<file path="src/rtl/hazard_ctrl.sv">
// hazard_ctrl: per-cycle RUN/STALL/FLUSH/FREEZE decision, destination scoreboard and EX forwarding selects.
// Define HAZARD_FWD_EN to enable EX operand forwarding; otherwise dependents stall until WB.
module hazard_ctrl (
    input  logic       clk,
    input  logic       rst,
    input  logic [2:0] idRs,
    input  logic [2:0] idRt,
    input  logic       idUsesRs,
    input  logic       idUsesRt,
    input  logic [2:0] idRd,
    input  logic       idWritesReg,
    input  logic       idIsLoad,
    input  logic       exBranchTaken,
    input  logic       exJump,
    input  logic       memBusy,
    output logic       pcWrite,
    output logic       ifIdWrite,
    output logic       idExWrite,
    output logic       idExBubble,
    output logic       ifIdFlush,
    output logic [1:0] fwdA,
    output logic [1:0] fwdB,
    output logic [1:0] state,
    output logic [7:0] stallCount
);

    typedef enum logic [1:0] {
        RUN    = 2'b00,
        STALL  = 2'b01,
        FLUSH  = 2'b10,
        FREEZE = 2'b11
    } state_t;

    typedef struct packed {
        logic       valid;
        logic [2:0] rd;
        logic       isLoad;
    } sb_t;

    sb_t        sbEx, sbMem, sbWb;
    logic [2:0] exRs, exRt;
    logic [7:0] cnt;
    state_t     cur;
    logic       hazard;

    function automatic logic hit(input logic used, input logic [2:0] r, input sb_t e);
        return used && e.valid && (e.rd == r);
    endfunction

`ifdef HAZARD_FWD_EN
    // Only a load in EX cannot be bypassed in time.
    assign hazard = sbEx.isLoad &&
                    (hit(idUsesRs, idRs, sbEx) || hit(idUsesRt, idRt, sbEx));

    always_comb begin
        fwdA = 2'b00;
        fwdB = 2'b00;
        if (hit(1'b1, exRs, sbMem))
            fwdA = 2'b01;
        else if (hit(1'b1, exRs, sbWb))
            fwdA = 2'b10;
        if (hit(1'b1, exRt, sbMem))
            fwdB = 2'b01;
        else if (hit(1'b1, exRt, sbWb))
            fwdB = 2'b10;
    end
`else
    // Register file writes early in the cycle, so a WB producer is already visible.
    assign hazard = hit(idUsesRs, idRs, sbEx)  || hit(idUsesRt, idRt, sbEx) ||
                    hit(idUsesRs, idRs, sbMem) || hit(idUsesRt, idRt, sbMem);
    assign fwdA   = 2'b00;
    assign fwdB   = 2'b00;
`endif

    always_comb begin
        cur        = RUN;
        pcWrite    = 1'b1;
        ifIdWrite  = 1'b1;
        idExWrite  = 1'b1;
        idExBubble = 1'b0;
        ifIdFlush  = 1'b0;
        if (rst) begin
            cur = RUN;
        end else if (memBusy) begin
            cur       = FREEZE;
            pcWrite   = 1'b0;
            ifIdWrite = 1'b0;
            idExWrite = 1'b0;
        end else if (exBranchTaken || exJump) begin
            cur        = FLUSH;
            ifIdFlush  = 1'b1;
            idExBubble = 1'b1;
        end else if (hazard) begin
            cur        = STALL;
            pcWrite    = 1'b0;
            ifIdWrite  = 1'b0;
            idExBubble = 1'b1;
        end
    end

    assign state      = cur;
    assign stallCount = cnt;

    always_ff @(posedge clk or posedge rst) begin
        if (rst) begin
            sbEx  <= '0;
            sbMem <= '0;
            sbWb  <= '0;
            exRs  <= 3'd0;
            exRt  <= 3'd0;
            cnt   <= 8'd0;
        end else begin
            if (cur != FREEZE) begin
                sbWb  <= sbMem;
                sbMem <= sbEx;
                if (idExBubble) begin
                    sbEx <= '0;
                    exRs <= 3'd0;
                    exRt <= 3'd0;
                end else begin
                    sbEx <= '{valid: idWritesReg, rd: idRd, isLoad: idIsLoad};
                    exRs <= idRs;
                    exRt <= idRt;
                end
            end
            if (cur != RUN && cnt != 8'hFF)
                cnt <= cnt + 8'd1;
        end
    end

endmodule
</file>
<file path="config.mk">
export PLATFORM = sky130hd
export DESIGN_NAME = hazard_ctrl
export DESIGN_NICKNAME = d
export VERILOG_FILES = /design/src/rtl/hazard_ctrl.sv
export SDC_FILE = /design/constraint.sdc
export NUM_CORES = 1
export LEC_CHECK = 0
export CAP_MARGIN = 10
export CORE_MARGIN = 3
export CORE_UTILIZATION = 45
export DETAILED_ROUTE_END_ITERATION = 8
export DONT_BUFFER_PORTS = 1
export GPL_TIMING_DRIVEN = 0
export REMOVE_ABC_BUFFERS = 1
export SYNTH_ARGS = -nofsm -noshare
export SYNTH_HDL_FRONTEND = slang
export SYNTH_SLANG_ARGS = --single-unit
</file>
<file path="constraint.sdc">
create_clock -name clk -period 5.2 [get_ports clk]
set_input_delay 0.52 -clock clk [delete_from_list [all_inputs] [get_ports clk]]
set_output_delay 0.52 -clock clk [all_outputs]
set_load 0.01 [all_outputs]
</file>
Yosys cells after proc, flatten, opt, wreduce, memory -nomap -nowiden

Cells that the tools add are included.

Logic and storage cells: 44
Flip-flop bits (word level): 16
Bits of input ports: 18

Reduce and logical (&&, ||, !) cells: 14
Add/sub/neg operators: 1
Multiplexer cells: 18
Equality and inequality tests: 6

Operators by type and width:

| kind                                                          | count |
|---|---|
| 1-bit 2-to-1 mux                                              | 14 |
| 3-bit equality test                                           | 4 |
| 1-bit logical AND                                             | 9 |
| 8-bit by 1-bit adder with 8-bit output, second input constant | 1 |
| 8-bit != test, second input constant                          | 1 |
| 2-bit 2-to-1 mux                                              | 3 |
| 5-bit 2-to-1 mux                                              | 1 |
| 1-bit logical OR                                              | 4 |
| 2-bit != test, second input constant                          | 1 |
| 2-bit nonzero test                                            | 1 |

Logic depth before layout (Yosys ltp)

Depth in word-level cells: 11
Gate-level depth with buffers: 7
Gate-level depth less buffers: 6

Worst setup path after synthesis

No wires, ideal clock.

Path type: input-to-output
Start: input port idRt[2]
End: output port pcWrite
Stages: 6
Setup slack: 3.073 ns
Buffers on the path: 1
Arrival time: 1.607 ns
Path through: xor2_1 -> nor4_1 -> nor4_2 -> nand2b_1 -> a21o_1 -> buf_4

Word-level cells in the longest chain between the ends: 9
Elaborated cells on any way between the ends: 11
Classes of those cells: eq/ne: 2; mux: 4; reduce/logical: 5

Ends and longest elaborated chain:

| what                               | line | source |
|---|---|---|
| start, declared                    | 7    | `input logic [2:0] idRt,` |
| 3-bit equality test                | 47   | `return used && e.valid && (e.rd == r);` |
| 1-bit logical AND                  | 47   |  |
| 1-bit logical OR (2 in series)     | 69   | `assign hazard = hit(idUsesRs, idRs, sbEx) \|\| hit(idUsesRt, idRt, sbEx) \|\|` |
| 1-bit logical OR (*)               | 70   | `hit(idUsesRs, idRs, sbMem) \|\| hit(idUsesRt, idRt, sbMem);` |
| 1-bit 2-to-1 mux (*) (4 in series) | n/a  |  |
| end, declared                      | 16   | `output logic pcWrite,` |

Every way passes the cells marked *; elsewhere a longest branch is shown, timed or not.

Final worst setup path

Start: register sbEx[3] (netlist name)
End: output port state[0]

Word-level cells in the longest chain between the ends: 9
Elaborated cells on any way between the ends: 11
Classes of those cells: eq/ne: 2; mux: 4; reduce/logical: 5

Ends and longest elaborated chain:

| what                               | line | source |
|---|---|---|
| start, declared                    | 40   | `sb_t sbEx, sbMem, sbWb;` |
| start signal, assigned             | 121  | `sbEx <= '{valid: idWritesReg, rd: idRd, isLoad: idIsLoad};` |
| 3-bit equality test                | 47   |  |
| 1-bit logical AND                  | 47   |  |
| 1-bit logical OR (*) (2 in series) | 69   |  |
| 1-bit logical OR (*)               | 70   |  |
| 1-bit 2-to-1 mux (*)               | 93   | `end else if (hazard) begin` |
| 2-bit 2-to-1 mux (*)               | 89   | `end else if (exBranchTaken \|\| exJump) begin` |
| 2-bit 2-to-1 mux (*)               | 84   | `end else if (memBusy) begin` |
| 2-bit 2-to-1 mux (*)               | 82   | `if (rst) begin` |
| end, declared                      | 23   | `output logic [1:0] state,` |

Marked as above.

==> qor.csv <==
metric;value;unit
status;complete, no violations;
place_ws;2990;ps
ys_ff_latch;16;
routed_wirelength;1.68;mm
final_layout_size_suffix_gt1_share;15.5;%
syn_avg_cell_area;9.84;um2
synth_top_family_by_area;simple AND/OR/NAND/NOR gates;
clockBufferDepth;2;
power_frac_comb;21.1;%
synth-compound-area-share;4.59;%
synth_seq_area_share;41.9;%
cp_top_family;simple AND/OR/NAND/NOR gates;
worst_slack;2760;ps
worst_slew_pin_slew;633;ps
maxCapViolCount;0;
fp.dieW;52.1;um
crit_buf_inv;1;
hold_viol_final;0;
grtUsageTotal;13.1;%
place.gp.congestion;0.661;
cts_tree;done;
netlist_area;955;um2
crit_type;reg -> out;
clk_pin_slew;100;ps
antenna_found_initial;0;
fin_nets;117;
rows;16;
cp.arrival;1920;ps
cts_resized;0;
ys_top_cells_by_count;dfrtp_1, xor2_1, nand2_1;
synth_cells;97;
portBuffers;0;
synth_edf_count;0;
dr.pass1.iters;4;
cts_sinks;16;
cp_data_required_time;4680;ps
synth_ff_type;dfrtp_1;
synth-adder-area-share;1.31;%
power;0.359;mW
yosys_warnings;0;
area_growth;3.01;%
slowest_stage;dfrtp_1;
clockRootBuffer;clkbuf_4;
crit_fanout;4;
diodes;0;
hp-class;in -> async;
slew_violations;0;
finalCritPeriodShare;47.0;%
cp_cell_sequence;xor2_1 > nor4_1 > nor4_2 > nand2b_1 > a21o_1 > inv_2;
numCtsBuffers;3;
fin_skew;4.94;ps
yosysMostFrequentCell;dfrtp_1;
clk_latency;280;ps
viasPerCell;5.21;
hpwlAfterDp;1.29;mm
critPathLaunchType;flip-flop;
synth_top_area_cell;dfrtp_1;
vias;646;
cp-end-kind;output port;
drc;0;
coreArea;0.00198;mm2
post_cts_buffers;0;
htreeDepth;1;
rsz0062_at_grt;no;
yosys.area_share.simple;19.1;%
die_h;52.1;um
wl_per_cell;13.5;um
grt_pass1_wl;2.62;mm
tns;0;ps
start_util;48.2;%
slew_headroom;57.7;%
cpPeakStageDelay;430;ps
setup_viol;0;
grt_max_degree;17;
switchingPower;0.121;mW
intPower;0.237;mW
grt_overflow_total;0;
synth_xor_area_share;16.5;%
die-area;0.00271;mm2
synth_mux_area_share;7.47;%
p_leak;0.461;nW
ys_types;30;
synthDominantCellAreaShare;41.9;%
first_global_vias;636;
p_seq_share;56.1;%
pwr_density_cell;365;mW/mm2
synth_area_leaders;dfrtp_1, xor2_1, mux2_2;
peakVddDrop;0.000214;V
clock.fmax;409;MHz
cts_hold_buf;0;
async_flop_share;100;%
fin_crit;2440;ps
drtAntennaViolNets;0;
p_clk_share;22.8;%
ioPinCount;37;
drt-initial-drc-count;7;
swShare;33.8;%
power groups by stage:
stage,logic [mW],registers (mW),clock network [mW]
final,0.0757,0.201,0.0820
after global routing,0.0886,0.209,0.0919
after CTS,0.0767,0.202,0.0861
after detailed placement,0.0772,0.204,0
after global placement,0.0752,0.204,0
after floorplan,0.0668,0.195,0
state kept, by name (all words and copies together), names as in the netlist:
| name | flops |
|---|---|
| sbEx | 4 |
| stallCount | 8 |
| sbMem | 4 |
layout make-up:
cell class              count  area (um2)
flip-flops and latches     16         400
multi-input cells          69         483
clock buffers               4        36.3
fillers                   193         998
well taps                  27        33.8
inverters                   8        30.0
stage by stage:
step | hold WS, ps | area [um2] | instances | utilization, %
floorplan | 434 | 913 | 93 | -
global placement | 516 | 947 | 120 | 47.8
detailed placement | 505 | 947 | 120 | 47.8
CTS | 184 | 983 | 124 | 49.6
global route | 190 | 983 | 124 | 49.6
finish | 175 | 983 | 124 | 49.6
layout by cell type, fill, tap and decap left out:
| master | instances |
|---|---|
| and2_2 | 1 |
| xnor2_1 | 5 |
| inv_1 | 7 |
| a211oi_1 | 1 |
| a21oi_2 | 1 |
| dfrtp_1 | 16 |
| xor2_1 | 13 |
| inv_2 | 1 |
| clkbuf_8 | 1 |
| nand2_1 | 9 |
| nand3_1 | 3 |
| ha_1 | 1 |
| nand3_2 | 1 |
| and3_1 | 3 |
| mux2_2 | 4 |
| nor4_1 | 4 |
| nor4_2 | 1 |
| nand2b_1 | 2 |
| clkbuf_4 | 3 |
| a21o_1 | 1 |
| o21ai_0 | 4 |
| nor2_1 | 3 |
| nor3_1 | 2 |
| conb_1 | 4 |
| mux2_1 | 1 |
| nand4_1 | 2 |
| mux2_4 | 1 |
| and2_1 | 1 |
| and3_2 | 1 |
path summary, 6_finish.rpt:
path	startpoint	to	slack (ps)	depth (start not counted)
max	sbEx[3]	state[0]	2760	6
min	rst	stallCount[2]	180	1
max reg2reg	sbEx[3]	stallCount[1]	3060	6
min reg2reg	sbMem[4]	sbMem[4]	560	1
max in group asynchronous	rst	stallCount[4]	4640	1
min in group clk	idWritesReg	sbEx[4]	370	2
metal layers:
metal | track usage [%] | wire, um | vias to the layer above
met5 | 0 | 0 | -
met4 | 3.93 | 17 | 0
met3 | 6.02 | 155 | 2
met2 | 23.0 | 808 | 21
met1 | 13.9 | 698 | 308
li1 | - | - | 315
cell families (layout without fill, tap and decap cells):
logic type | count (synthesis) | count (layout)
other cells | 1 | 4
simple gates | 33 | 33
fa+ha+maj | 1 | 1
compound gates | 7 | 7
buf+inv | 15 | 12
xor+xnor | 18 | 18
mux | 6 | 6
flops | 16 | 16
worst reg2reg max path, cell delays in order (launching register included):
cell,delay (ps)
dfrtp_1,430
xor2_1,170
nor4_1,370
nor4_2,130
a21oi_2,410
nand2_1,170
mux2_1,330
Power figures use the tool's default switching activity.
